### src/rtl/muldiv_pkg.sv
// Shared types and op-decoding helpers for the execute-stage multiply/divide unit.
package muldiv_pkg;

  typedef enum logic [3:0] {
    MULT  = 4'd0,
    MULTU = 4'd1,
    DIV   = 4'd2,
    DIVU  = 4'd3,
    MADD  = 4'd4,
    MADDU = 4'd5,
    MSUB  = 4'd6,
    MSUBU = 4'd7,
    MTHI  = 4'd8,
    MTLO  = 4'd9
  } muldiv_op_t;

  // S_ prefix keeps state literals clear of the DIV op literal.
  typedef enum logic [1:0] {
    S_IDLE, S_MUL, S_DIV, S_DIV_FIX
  } muldiv_state_t;

  function automatic logic is_signed(muldiv_op_t op);
    return op inside {MULT, DIV, MADD, MSUB};
  endfunction

  function automatic logic is_accum(muldiv_op_t op);
    return op inside {MADD, MADDU, MSUB, MSUBU};
  endfunction

  function automatic logic is_mul(muldiv_op_t op);
    return op inside {MULT, MULTU, MADD, MADDU, MSUB, MSUBU};
  endfunction

  function automatic logic is_div(muldiv_op_t op);
    return op inside {DIV, DIVU};
  endfunction

endpackage

### src/rtl/muldiv_div_radix2.sv
// Unsigned restoring divider: one quotient bit per cycle, WIDTH iterations after start.
module muldiv_div_radix2 #(
  parameter int WIDTH = 32
) (
  input  logic             clk,
  input  logic             rst,
  input  logic             flush,
  input  logic             start,
  input  logic [WIDTH-1:0] dividend,
  input  logic [WIDTH-1:0] divisor,
  output logic [WIDTH-1:0] quotient,
  output logic [WIDTH-1:0] remainder,
  output logic             valid
);
  localparam int CW = $clog2(WIDTH + 1);

  logic [WIDTH-1:0] dvsr;
  logic [CW-1:0]    cnt;
  logic             run;
  logic [WIDTH:0]   shifted;
  logic             ge;

  // quotient doubles as the dividend shift register during iteration
  assign shifted = {remainder, quotient[WIDTH-1]};
  assign ge      = shifted >= {1'b0, dvsr};

  always_ff @(posedge clk) begin
    if (rst || flush) begin
      run   <= 1'b0;
      valid <= 1'b0;
      cnt   <= '0;
    end else begin
      valid <= 1'b0;
      if (start) begin
        remainder <= '0;
        quotient  <= dividend;
        dvsr      <= divisor;
        cnt       <= CW'(WIDTH);
        run       <= 1'b1;
      end else if (run) begin
        remainder <= ge ? WIDTH'(shifted - {1'b0, dvsr}) : shifted[WIDTH-1:0];
        quotient  <= {quotient[WIDTH-2:0], ge};
        cnt       <= cnt - CW'(1);
        if (cnt == CW'(1)) begin
          run   <= 1'b0;
          valid <= 1'b1;
        end
      end
    end
  end

endmodule

### src/rtl/ex_muldiv.sv
// Multi-cycle multiply/divide/MAC unit owning the architectural HI/LO registers.
module ex_muldiv
  import muldiv_pkg::*;
#(
  parameter int WIDTH      = 32,
  parameter int MUL_STAGES = 2
) (
  input  logic             clk,
  input  logic             rst,
  input  logic             op_valid,
  input  muldiv_op_t       op,
  input  logic [WIDTH-1:0] src_a,
  input  logic [WIDTH-1:0] src_b,
  input  logic             flush,
  output logic             busy,
  output logic             done,
  output logic [WIDTH-1:0] hi,
  output logic [WIDTH-1:0] lo
);
  localparam int CNT_MAX = (WIDTH > MUL_STAGES) ? WIDTH : MUL_STAGES;
  localparam int CNT_W   = $clog2(CNT_MAX + 1);
  localparam int PW      = 2 * WIDTH;

  muldiv_state_t    state;
  logic [CNT_W-1:0] cnt;
  muldiv_op_t       op_q;
  logic [PW-1:0]    opa_q, opb_q;
  logic             q_neg, r_neg;

  logic             accept, sgn, a_neg, b_neg, div_start, div_valid;
  logic [WIDTH-1:0] a_mag, b_mag, div_q, div_r;
  logic [PW-1:0]    acc, mul_res;
  logic [PW-1:0]    prod_pipe [MUL_STAGES];

  assign accept    = (state == S_IDLE) && op_valid && !flush;
  assign sgn       = is_signed(op);
  assign a_neg     = sgn & src_a[WIDTH-1];
  assign b_neg     = sgn & src_b[WIDTH-1];
  assign a_mag     = a_neg ? (~src_a + 1'b1) : src_a;
  assign b_mag     = b_neg ? (~src_b + 1'b1) : src_b;
  assign div_start = accept && is_div(op) && (src_b != '0);

  // Operands are pre-extended to 2*WIDTH, so a plain product truncated to
  // 2*WIDTH bits is correct for both signed and unsigned variants.
  assign prod_pipe[0] = opa_q * opb_q;
  for (genvar k = 1; k < MUL_STAGES; k++) begin : g_mul
    always_ff @(posedge clk) prod_pipe[k] <= prod_pipe[k-1];
  end

  always_comb begin
    acc = {hi, lo};
    if (op_q inside {MSUB, MSUBU})
      mul_res = acc - prod_pipe[MUL_STAGES-1];
    else if (is_accum(op_q))
      mul_res = acc + prod_pipe[MUL_STAGES-1];
    else
      mul_res = prod_pipe[MUL_STAGES-1];
  end

  muldiv_div_radix2 #(.WIDTH(WIDTH)) u_div (
    .clk      (clk),
    .rst      (rst),
    .flush    (flush),
    .start    (div_start),
    .dividend (a_mag),
    .divisor  (b_mag),
    .quotient (div_q),
    .remainder(div_r),
    .valid    (div_valid)
  );

  always_ff @(posedge clk) begin
    if (rst) begin
      state <= S_IDLE;
      cnt   <= '0;
      busy  <= 1'b0;
      done  <= 1'b0;
      hi    <= '0;
      lo    <= '0;
    end else begin
      done <= 1'b0;
      case (state)
        S_IDLE: if (accept) begin
          op_q <= op;
          if (op == MTHI) hi <= src_a;
          else if (op == MTLO) lo <= src_a;
          else if (is_div(op)) begin
            if (src_b == '0) done <= 1'b1;
            else begin
              state <= S_DIV;
              cnt   <= CNT_W'(WIDTH);
              busy  <= 1'b1;
              q_neg <= a_neg ^ b_neg;
              r_neg <= a_neg;
            end
          end else if (is_mul(op)) begin
            state <= S_MUL;
            cnt   <= CNT_W'(MUL_STAGES);
            busy  <= 1'b1;
            opa_q <= {{WIDTH{a_neg}}, src_a};
            opb_q <= {{WIDTH{b_neg}}, src_b};
          end
        end
        S_MUL: if (flush) begin
          state <= S_IDLE;
          busy  <= 1'b0;
        end else if (cnt == CNT_W'(1)) begin
          {hi, lo} <= mul_res;
          done     <= 1'b1;
          busy     <= 1'b0;
          state    <= S_IDLE;
        end else cnt <= cnt - CNT_W'(1);
        S_DIV: if (flush) begin
          state <= S_IDLE;
          busy  <= 1'b0;
        end else if (cnt == CNT_W'(1)) state <= S_DIV_FIX;
        else cnt <= cnt - CNT_W'(1);
        S_DIV_FIX: if (flush) begin
          state <= S_IDLE;
          busy  <= 1'b0;
        end else if (div_valid) begin
          lo    <= q_neg ? (~div_q + 1'b1) : div_q;
          hi    <= r_neg ? (~div_r + 1'b1) : div_r;
          done  <= 1'b1;
          busy  <= 1'b0;
          state <= S_IDLE;
        end
        default: begin
          state <= S_IDLE;
          busy  <= 1'b0;
        end
      endcase
    end
  end

endmodule

### config.mk
export PLATFORM = sky130hd
export DESIGN_NAME = ex_muldiv
export DESIGN_NICKNAME = d
export VERILOG_FILES = /design/src/rtl/muldiv_pkg.sv /design/src/rtl/muldiv_div_radix2.sv /design/src/rtl/ex_muldiv.sv
export SDC_FILE = /design/constraint.sdc
export NUM_CORES = 2
export LEC_CHECK = 0
export CELL_PAD_IN_SITES_DETAIL_PLACEMENT = 0
export CELL_PAD_IN_SITES_GLOBAL_PLACEMENT = 1
export CORE_MARGIN = 2
export CORE_UTILIZATION = 51
export CTS_CLUSTER_SIZE = 10
export DETAILED_ROUTE_END_ITERATION = 7
export GPL_TIMING_DRIVEN = 0
export MAX_ROUTING_LAYER = met4
export PLACE_DENSITY_LB_ADDON = 0.1
export RECOVER_POWER = 100
export SYNTH_ARGS = -nofsm -noshare
export SYNTH_HDL_FRONTEND = slang
export SYNTH_SLANG_ARGS = --single-unit
### constraint.sdc
create_clock -name clk -period 17.95 [get_ports clk]
set_input_delay 2.6925 -clock clk [delete_from_list [all_inputs] [get_ports clk]]
set_output_delay 2.6925 -clock clk [all_outputs]
set_load 0.01 [all_outputs]
==> results.ini <==
[run_status]
status = complete, but fails checks
violations = max-capacitance violations, max-slew violations

[route]
drt_iter0_markers = 5105
wl_met2_um = 112000
drc_errors = 0
postRouteWirelength_um = 251000
vias = 51900
avgViaCountPerCell = 5.89
first_pass_iters = 6
top_layer = met4
wl_met3_um = 23500
avgRoutedWirePerCell_um = 28.5
m1WireLength_um = 99100
final_antenna_net_count = 0

[floorplan]
ios = 138
die_h_um = 352
core_sq_um = 120000
die_x_um = 352
start_util_pct = 51.5
fp-row-count = 127
die_area_sq_um = 124000

[sta]
rsz0062_at_grt = false
finalSetupTns_ps = 0
hold_viol = 0
max_slew_margin_pct = -72.9
whs_ps = 480
fin_crit_sh_pct = 59.5
finalSetupViolCount = 0
fmax_mhz = 93.7
finClkSkew_ps = 51.9
drv_slew = 83
worst_slew_pin_slew_ps = 2580
setup_ws_ps = 7280
fin_crit_ps = 10670

[worst_setup_path]
path_common_cell = fa_1
critPathSlowestCell = clkbuf_1
crit_arrival_ps = 11130
start_kind = register
crit_path_max_incr_delay_ps = 950
crit_path_end_kind = register
criticalPathCategory = reg2reg
critPathMaxFanout = 10
required_ps = 18400

[synthesis]
synth.cell_area_sq_um = 61700
ys.flop_type = edfxtp_1
ys_ff_latch = 313
ys_seq_area_share_pct = 12.9
async_reset_ff_share_pct = 0
yosysWarnings = 0
syn_inst = 6976
synth_edf_count = 167
ys_types = 83
syn_nets = 8558
synth.avg_cell_area_sq_um = 8.85

[finish]
final_cell_mix = inv_1 (1307), fa_1 (1127), nand2_1 (795), and2_1 (537), ha_1 (382)
final_common_cell = inv_1
multi_input_area_sq_um = 47500
seq_area_sq_um = 7940
nFillCells = 11400
postLayoutCellArea_sq_um = 66500
syn_to_final_growth_pct = 7.71
fin_nets = 8752
drive_above_1_share_pct = 1.43

[clock_network]
ctsHoldBuffers = 0
clk_pin_slew_ps = 60
h-tree-depth = 2
cts-root-buf = clkbuf_16
cts_resized = 0
cts_buffers = 41
cts_tree = yes
clkLatencyLatePin_ps = 620
post-cts-setup-buffers = 0
cts.sinks = 313
cts_buffer_depth = 3

[placement]
dpl.hpwl_um = 213000
preCtsSetupSlack_ps = 7520
place_area_sq_um = 65300
gp_congestion = 1.08
io_buffers = 136

[global_routing]
grt_pass1_wl_um = 362000
grt.total_usage_pct = 41.6
gr-total-overflow = 0
grt_pass1_vias = 52700
grt_max_degree = 33
antenna_found_initial = 19

[job]
max_cap_violations = 4

[hold_path]
hp-class = reg2reg

==> cells in the mapped netlist, types with 28 or more instances <==
cell type	n	area share [%]
a31oi_1	58	0.59
o211ai_1	34	0.41
nor3_1	80	0.65
xor2_1	67	0.95
o21ai_0	256	2.1
dfxtp_1	146	4.7
a211oi_1	40	0.49
clkbuf_1	330	2.0
nand3_1	56	0.45
and2_1	540	5.5
o31ai_1	50	0.61
nand2_1	795	4.8
inv_1	1307	7.9
nor2b_1	63	0.64
or3_1	32	0.32
o21a_1	36	0.44
ha_1	382	7.7
fa_1	1128	37
xnor2_1	210	3.0
nand4_1	28	0.28
nand2b_1	55	0.56
nor4_1	35	0.35
nor2_1	304	1.8
edfxtp_1	167	8.1
a21o_1	72	0.88
a21oi_1	269	2.2
mux2i_1	36	0.58
o21bai_1	33	0.40
==> logic make-up after synthesis <==
kind of cell,count (synthesis),share of synthesized area [%]
buffers and inverters,1664,10.1
DFF,313,12.9
muxes,40,0.675
xor gates and xnor gates,277,3.93
AOI/OAI and AO/OA,1084,11.5
and+or+nand+nor,2088,16.6
adders and majority gates,1510,44.3
==> sequential cells by signal, summed over array words and instances, names as in the netlist, 32 cells and up <==
name,cells
opa_q,33
prod_pipe,64
u_div.quotient,32
hi,32
opb_q,33
u_div.remainder,32
u_div.dvsr,32
lo,32
==> cell type report <==
cell class	count	area share, %
Clock buffer	65	1.80
Inverter	1310	7.39
Sequential cell	313	11.9
Multi-Input combinational cell	4999	71.5
Buffer	354	2.02
Clock inverter	8	0.177
Antenna cell	8	0.0301
Timing Repair Buffer	151	2.13
Tap cell	1612	3.03
==> per-stage QoR <==
| step | cells | util (%) |
|---|---|---|
| 2_1_floorplan | 6976 | - |
| 3_3_place_gp | 8724 | 54.3 |
| 3_5_place_dp | 8739 | 54.4 |
| 4_1_cts | 8812 | 55.5 |
| 5_1_grt | 8815 | 55.4 |
| 6_report | 8820 | 55.4 |
==> worst paths after layout <==
check / start / to / slack [ps] / cells after the start
worst max register to register: opb_q[6]$_DFFE_PP_ / prod_pipe[55]$_DFF_P_ / 7280 / 25
worst max-delay path: opb_q[6]$_DFFE_PP_ / prod_pipe[55]$_DFF_P_ / 7280 / 25
worst min-delay path: cnt[5]$_SDFFE_PP0P_ / cnt[5]$_SDFFE_PP0P_ / 480 / 2
worst min register to register: cnt[5]$_SDFFE_PP0P_ / cnt[5]$_SDFFE_PP0P_ / 480 / 2
==> worst max-delay path, delay by kind of cell (launching register included) <==
family,cells,cell delay (ps)
AOI/OAI and AO/OA,3,1160
xor gates and xnor gates,1,440
adders and majority gates,9,4740
buffers and inverters,8,2240
DFF,1,630
and+or+nand+nor,4,1270
==> routing by layer <==
metal,global-route usage [%],vias up
li1,-,22500
met1,53.1,26100
met2,63.3,2759
met3,7.25,588
met4,22.1,0
met5,-,-
Power is left out: the tool's default activity adds up to more than one toggle a clock period on the data nets, which glitch-free logic cannot reach.
